**src/rtl/mem_port_arbiter_pkg.sv**
```systemverilog
// Shared definitions for the memory port arbiter.
//   state_t   : arbiter FSM encodings (ST_IDLE / ST_BURST / ST_DONE)
//   owner_t   : requester encodings (OWN_I = 0, OWN_D = 1)
//   line_off_w: byte-offset width of one cache line (low address bits cleared
//               to form a line-aligned burst base)
package mem_port_arbiter_pkg;

  typedef enum logic [1:0] {
    ST_IDLE  = 2'd0,
    ST_BURST = 2'd1,
    ST_DONE  = 2'd2
  } state_t;

  typedef enum logic {
    OWN_I = 1'b0,
    OWN_D = 1'b1
  } owner_t;

  function automatic int line_off_w(input int burst_len, input int data_w);
    return $clog2(burst_len * (data_w / 8));
  endfunction

endpackage

```
**src/rtl/mem_port_arbiter_rr_arb2.sv**
```systemverilog
// Two-input round-robin arbiter (purely combinational).
// Ports:
//   req_i      in  I-side request
//   req_d      in  D-side request
//   last_grant in  requester served most recently
//   gnt_valid  out at least one request present
//   gnt        out selected requester (meaningful only when gnt_valid)
// On a tie the requester that was not served last wins.
module rr_arb2
  import mem_port_arbiter_pkg::*;
(
  input  logic   req_i,
  input  logic   req_d,
  input  owner_t last_grant,
  output logic   gnt_valid,
  output owner_t gnt
);

  always_comb begin
    gnt_valid = req_i | req_d;
    gnt       = OWN_I;
    if (req_i && req_d) begin
      gnt = (last_grant == OWN_I) ? OWN_D : OWN_I;
    end else if (req_d) begin
      gnt = OWN_D;
    end
  end

endmodule

```
**src/rtl/mem_port_arbiter.sv**
```systemverilog
// Shares the single main-memory port between I-cache refill (read only) and
// D-cache refill/writeback. One line-sized burst at a time; read beats are
// routed combinationally to the owner, writeback beats come from d_wdata.
// Ports:
//   clk, rst                       clock, synchronous active-high reset
//   i_req/i_addr                   I-cache line read request and address
//   i_rdata/i_rvalid/i_done        read beats and completion pulse to I-cache
//   d_req/d_we/d_addr/d_wdata      D-cache burst request, direction, address, write beat
//   d_wnext                        current d_wdata consumed this cycle
//   d_rdata/d_rvalid/d_done        read beats and completion pulse to D-cache
//   mem_req/mem_we/mem_addr/mem_wdata  beat request to memory
//   mem_rdata/mem_ready            beat data / beat completion from memory
//
// state    | meaning
// ---------+-----------------------------------------------------------
// ST_IDLE  | no burst; arbitrate, latch owner/we/base on a grant
// ST_BURST | issue beats; each mem_ready completes one beat
// ST_DONE  | one-cycle done pulse to owner; record owner as last_grant
module mem_port_arbiter
  import mem_port_arbiter_pkg::*;
#(
  parameter int ADDR_W    = 32,
  parameter int DATA_W    = 32,
  parameter int BURST_LEN = 4
) (
  input  logic              clk,
  input  logic              rst,
  input  logic              i_req,
  input  logic [ADDR_W-1:0] i_addr,
  output logic [DATA_W-1:0] i_rdata,
  output logic              i_rvalid,
  output logic              i_done,
  input  logic              d_req,
  input  logic              d_we,
  input  logic [ADDR_W-1:0] d_addr,
  input  logic [DATA_W-1:0] d_wdata,
  output logic              d_wnext,
  output logic [DATA_W-1:0] d_rdata,
  output logic              d_rvalid,
  output logic              d_done,
  output logic              mem_req,
  output logic              mem_we,
  output logic [ADDR_W-1:0] mem_addr,
  output logic [DATA_W-1:0] mem_wdata,
  input  logic [DATA_W-1:0] mem_rdata,
  input  logic              mem_ready
);

  localparam int BEAT_W     = $clog2(BURST_LEN);
  localparam int BYTES      = DATA_W / 8;
  localparam int LINE_OFF_W = line_off_w(BURST_LEN, DATA_W);

  localparam logic [ADDR_W-1:0] LINE_MASK   = {ADDR_W{1'b1}} << LINE_OFF_W;
  localparam logic [BEAT_W-1:0] LAST_BEAT   = BEAT_W'(BURST_LEN - 1);
  localparam logic [ADDR_W-1:0] BEAT_STRIDE = ADDR_W'(BYTES);

  state_t              state_q, state_d;
  logic [BEAT_W-1:0]   beat_q;
  owner_t              owner_q;
  owner_t              last_grant_q;
  logic                we_q;
  logic [ADDR_W-1:0]   base_q;

  logic                gnt_valid;
  owner_t              gnt;
  logic                last_beat;
  logic [ADDR_W-1:0]   beat_addr;

  rr_arb2 u_rr_arb2 (
    .req_i      (i_req),
    .req_d      (d_req),
    .last_grant (last_grant_q),
    .gnt_valid  (gnt_valid),
    .gnt        (gnt)
  );

  // Full-width compare so a non-power-of-two counter width can never alias.
  assign last_beat = (beat_q == LAST_BEAT);
  // base is line aligned, so the beat offset never carries out of the line.
  assign beat_addr = base_q + (ADDR_W'(beat_q) * BEAT_STRIDE);

  always_ff @(posedge clk) begin
    if (rst) begin
      state_q      <= ST_IDLE;
      beat_q       <= '0;
      owner_q      <= OWN_I;
      last_grant_q <= OWN_D;
      we_q         <= 1'b0;
      base_q       <= '0;
    end else begin
      state_q <= state_d;
      case (state_q)
        ST_IDLE: begin
          if (gnt_valid) begin
            owner_q <= gnt;
            beat_q  <= '0;
            if (gnt == OWN_D) begin
              we_q   <= d_we;
              base_q <= d_addr & LINE_MASK;
            end else begin
              we_q   <= 1'b0;
              base_q <= i_addr & LINE_MASK;
            end
          end
        end
        ST_BURST: begin
          if (mem_ready && !last_beat) begin
            beat_q <= beat_q + 1'b1;
          end
        end
        ST_DONE: begin
          last_grant_q <= owner_q;
          beat_q       <= '0;
        end
        default: ;
      endcase
    end
  end

  always_comb begin
    state_d   = state_q;
    mem_req   = 1'b0;
    mem_we    = 1'b0;
    mem_addr  = '0;
    mem_wdata = '0;
    i_rdata   = '0;
    i_rvalid  = 1'b0;
    i_done    = 1'b0;
    d_rdata   = '0;
    d_rvalid  = 1'b0;
    d_done    = 1'b0;
    d_wnext   = 1'b0;

    case (state_q)
      ST_IDLE: begin
        if (gnt_valid) begin
          state_d = ST_BURST;
        end
      end
      ST_BURST: begin
        mem_req  = 1'b1;
        mem_we   = we_q;
        mem_addr = beat_addr;
        // we_q is only ever set for a D grant, so write beats always source d_wdata.
        if (we_q) begin
          mem_wdata = d_wdata;
          d_wnext   = mem_ready;
        end else if (mem_ready) begin
          if (owner_q == OWN_D) begin
            d_rvalid = 1'b1;
            d_rdata  = mem_rdata;
          end else begin
            i_rvalid = 1'b1;
            i_rdata  = mem_rdata;
          end
        end
        if (mem_ready && last_beat) begin
          state_d = ST_DONE;
        end
      end
      ST_DONE: begin
        if (owner_q == OWN_D) begin
          d_done = 1'b1;
        end else begin
          i_done = 1'b1;
        end
        state_d = ST_IDLE;
      end
      default: begin
        state_d = ST_IDLE;
      end
    endcase
  end

endmodule

```
**config.mk**
```make
export PLATFORM = sky130hd
export DESIGN_NAME = mem_port_arbiter
export DESIGN_NICKNAME = d
export VERILOG_FILES = /design/src/rtl/mem_port_arbiter_pkg.sv /design/src/rtl/mem_port_arbiter_rr_arb2.sv /design/src/rtl/mem_port_arbiter.sv
export SDC_FILE = /design/constraint.sdc
export NUM_CORES = 1
export LEC_CHECK = 0
export CAP_MARGIN = 20
export CORE_AREA = 4 4 105 107
export DETAILED_ROUTE_END_ITERATION = 8
export DIE_AREA = 0 0 109 111
export PLACE_DENSITY = 0.8
export SLEW_MARGIN = 20
export SYNTH_ARGS = -nofsm -noshare
export SYNTH_HDL_FRONTEND = slang
export SYNTH_SLANG_ARGS = --single-unit
```
**constraint.sdc**
```tcl
create_clock -name clk -period 1.47 [get_ports clk]
set_clock_uncertainty 0.15 [all_clocks]
set_input_delay 0.294 -clock clk [delete_from_list [all_inputs] [get_ports clk]]
set_output_delay 0.294 -clock clk [all_outputs]
set_load 0.02 [all_outputs]
```
-- Word level (Yosys, flattened, before mapping)
Index checks and enable logic that the tools add are counted.
- register bits: 39
- input bits: 134
- output and inout bits: 135
- word-level logic and storage cells: 60
- add/subtract/negate cells: 2
- equal/unequal tests: 6
- multiplexer cells: 36
- bitwise gates (word level): 1
- reductions and logical operators: 9
- operator list (kind ; count):
    $mux 32 ; 12
    $add 32x4->32 ; 1
    $mux 1 ; 18
    $mux 2 ; 4
    $ne 2x2->1 const B ; 3
    $pmux 2 s3 ; 1
    $eq 2x2->1 const B ; 2
    $pmux 2 s2 ; 1
    $reduce_and 2->1 ; 2
    $logic_and 1x1->1 ; 3
    $reduce_and 3->1 ; 1
    $reduce_bool 3->1 ; 1
    $add 2x1->2 const B ; 1
    $eq 2x1->1 const B ; 1
    $logic_not 2->1 ; 1
    $logic_not 1->1 ; 1
    $or 1x1->1 ; 1

-- Depth between registers and ports, before layout
Gate-level depths: netlist (run 1).
- depth in word-level cells: 5
- gate-level depth with buffers: 5
- mapped depth without buffers: 4

-- Hierarchy
Synthesis (run 1) repeated with hierarchy kept, for this count alone.
- cell total of the unflattened synthesis: 309
- area total of the unflattened synthesis: 2454.9 sq um
- by module, submodules not included (module ; instances ; cells an instance ; area each (sq um) ; sequential area each (sq um)):
    mem_port_arbiter ; 1 ; 307 ; 2441.1 ; 700.7
    rr_arb2 ; 1 ; 2 ; 13.8 ; 0.0

-- Worst setup path after synthesis (run 1)
OpenSTA, ideal clock, no wires.
- path kind: register to output
- from: register state_q[0]
- to: output port d_rdata[22]
- data arrival time: 1.226 ns
- data required time: 1.026 ns
- slack: -0.200 ns
- stages on the path, launching flop included: 5
- buffers on the path: 1
- path through: dfxtp_1 -> nand3b_4 -> nor3_4 -> buf_2 -> and2_1
- word-level cells in the longest chain between the ends: 2
- ends and longest elaborated chain (item ; line ; RTL):
    start, declared ; mem_port_arbiter.sv:57 ; state_t state_q, state_d;
    start signal, assigned ; mem_port_arbiter.sv:91 ; state_q <= state_d;
    $eq 2x1->1 ; mem_port_arbiter.sv:134 ; case (state_q)
    $mux 32 ; mem_port_arbiter.sv:134 ;
    end, declared ; mem_port_arbiter.sv:38 ; output logic [DATA_W-1:0] d_rdata,
Every way passes these cells.

-- Worst setup path in the final report (run 1)
- from: register state_q[1]
- to: output port mem_wdata[22]
- word-level cells in the longest chain between the ends: 2
- ends and longest elaborated chain (item ; line ; RTL):
    $eq 2x1->1 ; mem_port_arbiter.sv:134 ;
    $mux 32 ; mem_port_arbiter.sv:134 ;
    end, declared ; mem_port_arbiter.sv:44 ; output logic [DATA_W-1:0] mem_wdata,
Every way passes these cells.

==> results of run 1 <==
-- power breakdown --
part	switching (mW)	leakage [nW]	internal (mW)	total, mW
clock	0.331	0.0371	0.316	0.647
sequential	0.0752	0.292	1.04	1.11
combinational	0.770	2.64	1.07	1.84
total	1.18	2.97	2.42	3.60
-- cell usage in the layout (no fill, tap or decap), types with 2 or more instances in the layout --
cell type,count
o21ai_0,2
dlygate4sd2_1,3
and3_4,31
buf_12,14
nor3_4,3
buf_4,26
a21oi_1,5
buf_2,2
dfxtp_4,2
and3_2,2
and2_4,56
and2_1,2
nor2_1,2
conb_1,2
buf_6,150
a311oi_2,25
and2_2,37
nand2_1,58
clkbuf_16,3
clkdlybuf4s50_1,121
dfxtp_1,31
nor2_4,4
a21oi_2,12
buf_8,4
a311oi_1,3
clkbuf_8,5
dfxtp_2,2
a21oi_4,15
-- cells by family after synthesis --
group / after synthesis / share of synthesized area [%]
flip-flops: 35 / 25.99
adder cells (fa/ha/maj): 1 / 0.4640
AO/OA/AOI/OAI: 68 / 22.37
buffers and inverters: 37 / 7.795
AND/OR/NAND/NOR: 205 / 43.25
other: 1 / 0.1391
-- flip-flops by register name, summed over array words and instances (netlist names) --
register / flops
we_q: 1
state_q: 2
owner_q: 1
beat_q: 2
base_q: 28
last_grant_q: 1
-- worst max path at each step --
stage	from	depth (start not counted)	endpoint	slack, ns
4_1_cts	state_q[1]	6	d_rdata[31]	-0.54
3_3_place_gp	mem_ready	6	d_rdata[24]	-1.06
5_1_grt	state_q[1]	5	i_rdata[8]	-0.54
6_report	state_q[1]	5	mem_wdata[22]	-0.48
3_5_place_dp	mem_ready	6	i_rdata[9]	-1.09
2_1_floorplan	state_q[1]	4	d_rdata[10]	-0.07
-- worst register-to-register path, stage by stage, from the launching register on --
cell      delay, ns
dfxtp_2        0.33
buf_4          0.13
buf_6          0.12
buf_6          0.12
nor2_4         0.23
buf_6          0.15
buf_12         0.14
a21oi_4        0.06
a311oi_2       0.23
-- metrics by stage --
stage               util [%]  total power, mW
finish                 68.78            3.597
global route           68.78            3.746
CTS                    63.91            3.399
detailed placement     57.76            2.472
global placement       57.76            2.445
floorplan                  -            1.753
-- area by class of cell --
type | count | area [sq um] | share of cell area [%]
multi-input cells | 276 | 2441 | 35.01
clock buffers | 6 | 72.57 | 1.041
repair buffers | 324 | 3575 | 51.27
flip-flops and latches | 35 | 710.7 | 10.19
inverters | 1 | 3.754 | 0.05383
well taps | 136 | 170.2 | 2.440
-- layer usage --
| layer | vias to the layer above | part of all wire, % |
|---|---|---|
| li1 | 1780 | - |
| met1 | 1751 | 37 |
| met2 | 177 | 53 |
| met3 | 28 | 7.8 |
| met4 | 2 | 2.4 |
| met5 | - | 0.087 |
-- what timing repair did --
action,4_1_cts,5_1_grt
pin swaps,30,83
endpoints found under the setup margin,164,166
setup buffers,16,16
hold buffers,0,0
resized for setup,758,177
gates cloned,8,6
==> results_dict.tcl, run 1 <==
set metrics [dict create \
    yosys.area.top_type_share_pct 25.99 \
    worstPathRequired_ns 1.03 \
    io_buffers 258 \
    vdd_ir_drop_max_mv 0.4479 \
    clockRootBuffer "clkbuf_8" \
    vias_per_cell 4.805 \
    ys_async_sr_fraction_pct 0 \
    initial_core_util_pct 26.60 \
    critPathKind "reg -> out" \
    num_antenna_cells 0 \
    r2r_end "base_q[10]" \
    cp_slowest_cell "dfxtp_2" \
    synth.avg_cell_area_sq_um 7.770 \
    cts_tree "yes" \
    grt_pass1_vias 3772 \
    synth_area_leaders "dfxtp_1, and2_1, a311oi_2" \
    ant_nets 0 \
    grt_max_degree 33 \
    r2r_start "state_q[1]" \
    globalplace.congestion 0.8992 \
    r2r_cells 8 \
    fillers 749 \
    leakage_nw 2.971 \
    endpoint_kind "output pin" \
    grt_pass1_wl_microns 21160 \
    synth_seq_area_share_pct 25.99 \
    hpwl_microns 10220 \
    dieHeight_microns 111 \
    slew_viol_final 0 \
    place_area_sq_um 5856 \
    path_delay_family "simple AND/OR/NAND/NOR gates" \
    vias 3738 \
    power.density_nw_per_um2 515.8 \
    rsz0062_at_grt "yes" \
    dr.pass1.iters 4 \
    whs_ns 0.1920 \
    post-place-cells 737 \
    maxCapViolations 0 \
    nets 778 \
    crit_chain "and2b_4 -> buf_12 -> clkbuf_16 -> and3_4 -> buf_6" \
    setup_viol 165 \
    violations "negative setup slack" \
    synth_most_common_cell "and2_1" \
    syn_to_final_growth_pct 158.6 \
    rows 37 \
    finalInstanceArea_sq_um 6973 \
    use_met1_pct 23.77 \
    grt_usage_pct 22.17 \
    gr-max-usage-layer "met2" \
    synth_area_sq_um 2696 \
    worstHoldPathCells 2 \
    dieArea_sq_um 12100 \
    clk_pin_slew_ns 0.07 \
    dp_slack_ns -1.093 \
    outcome "finished, violations left" \
    drt_iter0_markers 173 \
    arrival_ns 1.51 \
    ff2ff_setup_slack_ns -0.28 \
    fin_cells 778 \
    drive_gt1_share_pct 62.77 \
    cts_buffer_depth 2 \
    die_w_microns 109 \
    setup_ws_ns -0.4836 \
    clk_latency_ns 0.28 \
    hold_path.class "in -> reg" \
    cts_max_level 2 \
    overflow 0 \
    yosysWarningCount 0 \
    antenna_found_initial 1 \
    min_to "we_q" \
    synth_cell_type_count 35 \
    grt_use_met2_pct 42.22 \
    worst-path-buf-inv 3 \
    synth_edf_count 0 \
    ys.flop_type "dfxtp_1" \
    crit_path_start_kind "flop" \
    cts_sinks 35 \
    ys_seq_elements 35 \
    use_met3_pct 5.242 \
    cts_buffers 5 \
    period_needed_ns 1.954 \
    yosys-top-cells-count "and2_1, nand2_1, dfxtp_1, and3_1, a21oi_1" \
    crit_fanout 6 \
    avgRoutedWirePerCell_microns 19.20 \
    synthCells 347 \
    min-delay-start "rst" \
    drc_errors 0 \
    min_period_over_period_pct 132.9 \
    wl_microns 14940 \
    synth_area_leader_cell "dfxtp_1" \
    cpPeakStageDelay_ns 0.33 \
    pin_count 269 \
    max_freq_mhz 511.9 \
    tns_ns -62.10 \
    hold_violations 0 \
    core_sq_um 10140 \
]
No activity file was read; power rests on OpenSTA's default activity.
==> run 2: changes to the inputs <==
--- a/config.mk
+++ b/config.mk
@@ -9,7 +9,7 @@
 export CORE_AREA = 4 4 105 107
 export DETAILED_ROUTE_END_ITERATION = 8
 export DIE_AREA = 0 0 109 111
-export PLACE_DENSITY = 0.8
+export PLACE_DENSITY = 0.75
 export SLEW_MARGIN = 20
 export SYNTH_ARGS = -nofsm -noshare
 export SYNTH_HDL_FRONTEND = slang
==> results_dict.tcl, run 2 (synthesis gave the netlist of run 1 again) <==
set metrics [dict create \
    antenna_found_initial 4 \
    globalplace.congestion 0.8591 \
    period_needed_ns 1.954 \
    vias 3702 \
    grt_pass1_vias 3690 \
    max_freq_mhz 511.8 \
    clk_pin_slew_ns 0.07 \
    power.density_nw_per_um2 539.7 \
    syn_to_final_growth_pct 146.5 \
    grt_pass1_wl_microns 19510 \
    maxCapViolations 0 \
    grt_max_degree 29 \
    endpoint_kind "output pin" \
    ant_nets 0 \
    seqCellArea_sq_um 711.9 \
    vdd_ir_drop_max_mv 0.5264 \
    setup_ws_ns -0.4837 \
    final_common_cell "buf_6" \
    rows 37 \
    post-place-cells 744 \
    drt_iter0_markers 146 \
    cts_sinks 35 \
    overflow 0 \
    clockRootBuffer "clkbuf_8" \
    largest_reg_flops 28 \
    dr.pass1.iters 4 \
    crit_fanout 9 \
    clk_latency_ns 0.28 \
    hpwl_microns 9919 \
    pin_count 269 \
    final_core_util_pct 65.56 \
    arrival_ns 1.51 \
    avgRoutedWirePerCell_microns 18.02 \
    cts_tree "yes" \
    slew_viol_final 0 \
    cts_buffers 5 \
    top_register "base_q" \
    num_antenna_cells 0 \
    drive_gt1_share_pct 56.65 \
    min_period_over_period_pct 132.9 \
    place_area_sq_um 5911 \
    worstPathRequired_ns 1.03 \
    vias_per_cell 4.777 \
    rsz0062_at_grt "yes" \
    core_sq_um 10140 \
    cts_max_level 2 \
    p_total_mw 3.587 \
    initial_core_util_pct 26.60 \
    critPathKind "reg -> out" \
    crit_path_start_kind "flop" \
    cts_buffer_depth 2 \
    violations "negative setup slack" \
    finalInstanceArea_sq_um 6646 \
    dp_slack_ns -1.074 \
    tns_ns -54.34 \
    mostFrequentLayoutCells "buf_6, clkdlybuf4s50_1, and2_4, nand2_1, buf_4" \
    cts.hold.buffers_added 0 \
    wl_microns 13960 \
    fin_cells 775 \
    outcome "finished, violations left" \
    multiInputGateArea_sq_um 2185 \
    whs_ns 0.2220 \
    dieHeight_microns 111 \
    nets 773 \
    top_regs "base_q x28, beat_q x2, state_q x2" \
    grt_usage_pct 20.24 \
    drc_errors 0 \
    setup_viol 155 \
    fillers 799 \
    dieArea_sq_um 12100 \
    die_w_microns 109 \
    hold_violations 0 \
    hold_path.class "in -> reg" \
    io_buffers 258 \
    leakage_nw 2.929 \
]
run 2: path summary, 6_finish.rpt:
check	startpoint	to	slack [ns]	cells after the start
worst min register to register	base_q[27]	base_q[27]	0.37	2
worst max-delay path	state_q[1]	d_rdata[8]	-0.48	6
worst min-delay path	rst	state_q[0]	0.22	2
worst max register to register	state_q[1]	base_q[14]	-0.03	6
run 2: layer usage:
layer | vias to the layer above | part of all wire, % | GRT usage, %
met5 | - | 0.34 | 0
met4 | 8 | 2.2 | 5.892
met3 | 28 | 10 | 7.804
met2 | 183 | 53 | 37.10
met1 | 1710 | 35 | 20.87
li1 | 1773 | - | -
run 2: final cells by class:
class	count	share of cell area [%]
clock buffers	5	1.035
inverters	1	0.05648
multi-input cells	276	32.87
clock inverters	3	0.6589
flip-flops and latches	35	10.71
well taps	136	2.560
repair buffers	319	52.11
run 2: report_power, final:
group / internal (mW) / switching [mW] / leakage [nW]
clock: 0.505 / 0.381 / 0.0581
combinational: 0.948 / 0.670 / 2.58
sequential: 1.03 / 0.0480 / 0.293
run 2: worst max-delay path, cell delays in order (launching register included):
cell,delay (ns)
dfxtp_2,0.33
nand3b_4,0.18
nor3_4,0.17
buf_4,0.15
buf_8,0.12
and2_2,0.16
buf_6,0.12
run 2: repair_timing:
item                                    4_1_cts  5_1_grt
gates resized for setup                     736      133
endpoints found under the setup margin      163      166
pin swaps                                    10       27
gates cloned                                  4        6
buffers inserted                              8        9
==> run 3: changes to the inputs <==
--- a/config.mk
+++ b/config.mk
@@ -10,6 +10,7 @@
 export DETAILED_ROUTE_END_ITERATION = 8
 export DIE_AREA = 0 0 109 111
 export PLACE_DENSITY = 0.75
+export REMOVE_ABC_BUFFERS = 1
 export SLEW_MARGIN = 20
 export SYNTH_ARGS = -nofsm -noshare
 export SYNTH_HDL_FRONTEND = slang
==> results_dict.tcl, run 3 (synthesis gave the netlist of run 1 again) <==
set metrics [dict create \
    cts_tree "yes" \
    ff2ff_setup_slack_ns -0.05 \
    cts.hold.buffers_added 0 \
    clk_latency_ns 0.28 \
    ant_nets 0 \
    grt_usage_pct 21.00 \
    endpoint_kind "output pin" \
    multiInputGateArea_sq_um 2116 \
    clockRootBuffer "clkbuf_8" \
    finalInstanceArea_sq_um 6441 \
    fillers 801 \
    cts_max_level 2 \
    hold_path.class "in -> reg" \
    place_area_sq_um 5534 \
    globalplace.congestion 0.8331 \
    min_period_over_period_pct 133.9 \
    antenna_found_initial 2 \
    wl_met1_microns 5343 \
    die_w_microns 109 \
    drc_errors 0 \
    grt_pass1_wl_microns 19950 \
    maxCapViolations 0 \
    initial_core_util_pct 26.60 \
    power_frac_seq_pct 31.4 \
    dp_slack_ns -1.088 \
    post-place-cells 732 \
    leakage_nw 2.850 \
    min_to "beat_q[1]" \
    syn_to_final_growth_pct 138.9 \
    top_regs "base_q x28, beat_q x2, state_q x2" \
    top_register "base_q" \
    dieArea_sq_um 12100 \
    clk_pin_slew_ns 0.08 \
    p_total_mw 3.440 \
    grt_pass1_vias 3599 \
    rsz0062_at_grt "yes" \
    overflow 0 \
    routed.top_layer "met5" \
    critPathKind "reg -> out" \
    largest_reg_flops 28 \
    dr_wl_met3_microns 1293 \
    period_needed_ns 1.968 \
    vias 3675 \
    drive_gt1_share_pct 50.08 \
    rows 37 \
    wl_met2_microns 7792 \
    comb_power_share_pct 45.9 \
    hold_violations 0 \
    r2r_cells 5 \
    cts_sinks 35 \
    cts_buffer_depth 2 \
    final_common_cell "buf_6" \
    cts_buffers 5 \
    avgRoutedWirePerCell_microns 19.51 \
    worstPathRequired_ns 1.03 \
    slew_viol_final 0 \
    hpwl_microns 10190 \
    max_freq_mhz 508.2 \
    core_sq_um 10140 \
    violations "negative setup slack" \
    min-delay-start "rst" \
    outcome "finished, violations left" \
    dieHeight_microns 111 \
    worstHoldPathCells 3 \
    final_core_util_pct 63.53 \
    switching_share_pct 31.40 \
    vdd_ir_drop_max_mv 0.3891 \
    whs_ns 0.2966 \
    seqCellArea_sq_um 710.7 \
    arrival_ns 1.52 \
    p_sw_mw 1.080 \
    crit_fanout 22 \
    r2r_end "beat_q[1]" \
    mostFrequentLayoutCells "buf_6, clkdlybuf4s50_1, and2_4, nand2_1" \
    setup_viol 143 \
    r2r_start "state_q[1]" \
    power.density_nw_per_um2 534.0 \
    nets 755 \
    vias_per_cell 4.848 \
    grt_max_degree 36 \
    setup_ws_ns -0.4976 \
    wl_microns 14790 \
    pin_count 269 \
    crit_path_start_kind "flop" \
    p_int_mw 2.360 \
    io_buffers 258 \
    fin_cells 758 \
    clockPowerShare_pct 22.7 \
    dr.pass1.iters 4 \
    drt_iter0_markers 196 \
    tns_ns -58.61 \
]
-- run 3: changes by cell type in the layout (fill, tap and decap cells not counted), moves of 6 or more --
cell / before / now
and2_1: 6 / 27
and2_2: 23 / 0
and3_1: 1 / 17
and3_4: 30 / 16
buf_4: 45 / 17
buf_6: 127 / 141
buf_8: 6 / 0
-- run 3: what timing repair did --
| action | CTS | global route |
|---|---|---|
| gates resized for setup | 713 | 177 |
| setup endpoints to repair | 165 | 166 |
| cloned | 4 | 7 |
| setup buffers | 5 | 4 |
| pin swaps | 7 | 30 |
-- run 3: power groups by stage --
stage | logic (mW) | clock network (mW) | registers, mW
final | 1.58 | 0.779 | 1.08
after global routing | 1.66 | 0.843 | 1.09
after CTS | 1.37 | 0.803 | 1.08
after detailed placement | 1.28 | 0 | 1.10
after global placement | 1.27 | 0 | 1.09
after floorplan | 0.507 | 0 | 1.09
-- run 3: metal layers --
metal / vias to the layer above / global-route usage, %
li1: 1740 / -
met1: 1726 / 22.94
met2: 181 / 38.70
met3: 26 / 5.708
met4: 2 / 6.061
met5: - / 0
-- run 3: area by class of cell --
| type | instances | area share (%) |
|---|---|---|
| Clock buffer | 8 | 1.554 |
| Antenna cell | 1 | 0.03885 |
| Sequential cell | 35 | 11.03 |
| Inverter | 1 | 0.05828 |
| Multi-Input combinational cell | 277 | 32.85 |
| Timing Repair Buffer | 300 | 51.83 |
| Tap cell | 136 | 2.642 |
-- run 3: worst max path at each step --
stage | startpoint | to | slack [ns]
after detailed placement | mem_ready | i_rdata[14] | -1.09
after global routing | state_q[1] | i_rdata[10] | -0.56
after global placement | mem_ready | i_rdata[14] | -1.08
final | state_q[1] | mem_wdata[30] | -0.50
after floorplan | state_q[0] | d_wnext | -0.67
after CTS | state_q[1] | d_rdata[8] | -0.54
-- run 3: critical path, stage by stage, from the launching register on --
cell and delay (ns):
dfxtp_2 0.33, and2b_4 0.38, buf_16 0.19, and3_1 0.19, buf_6 0.14
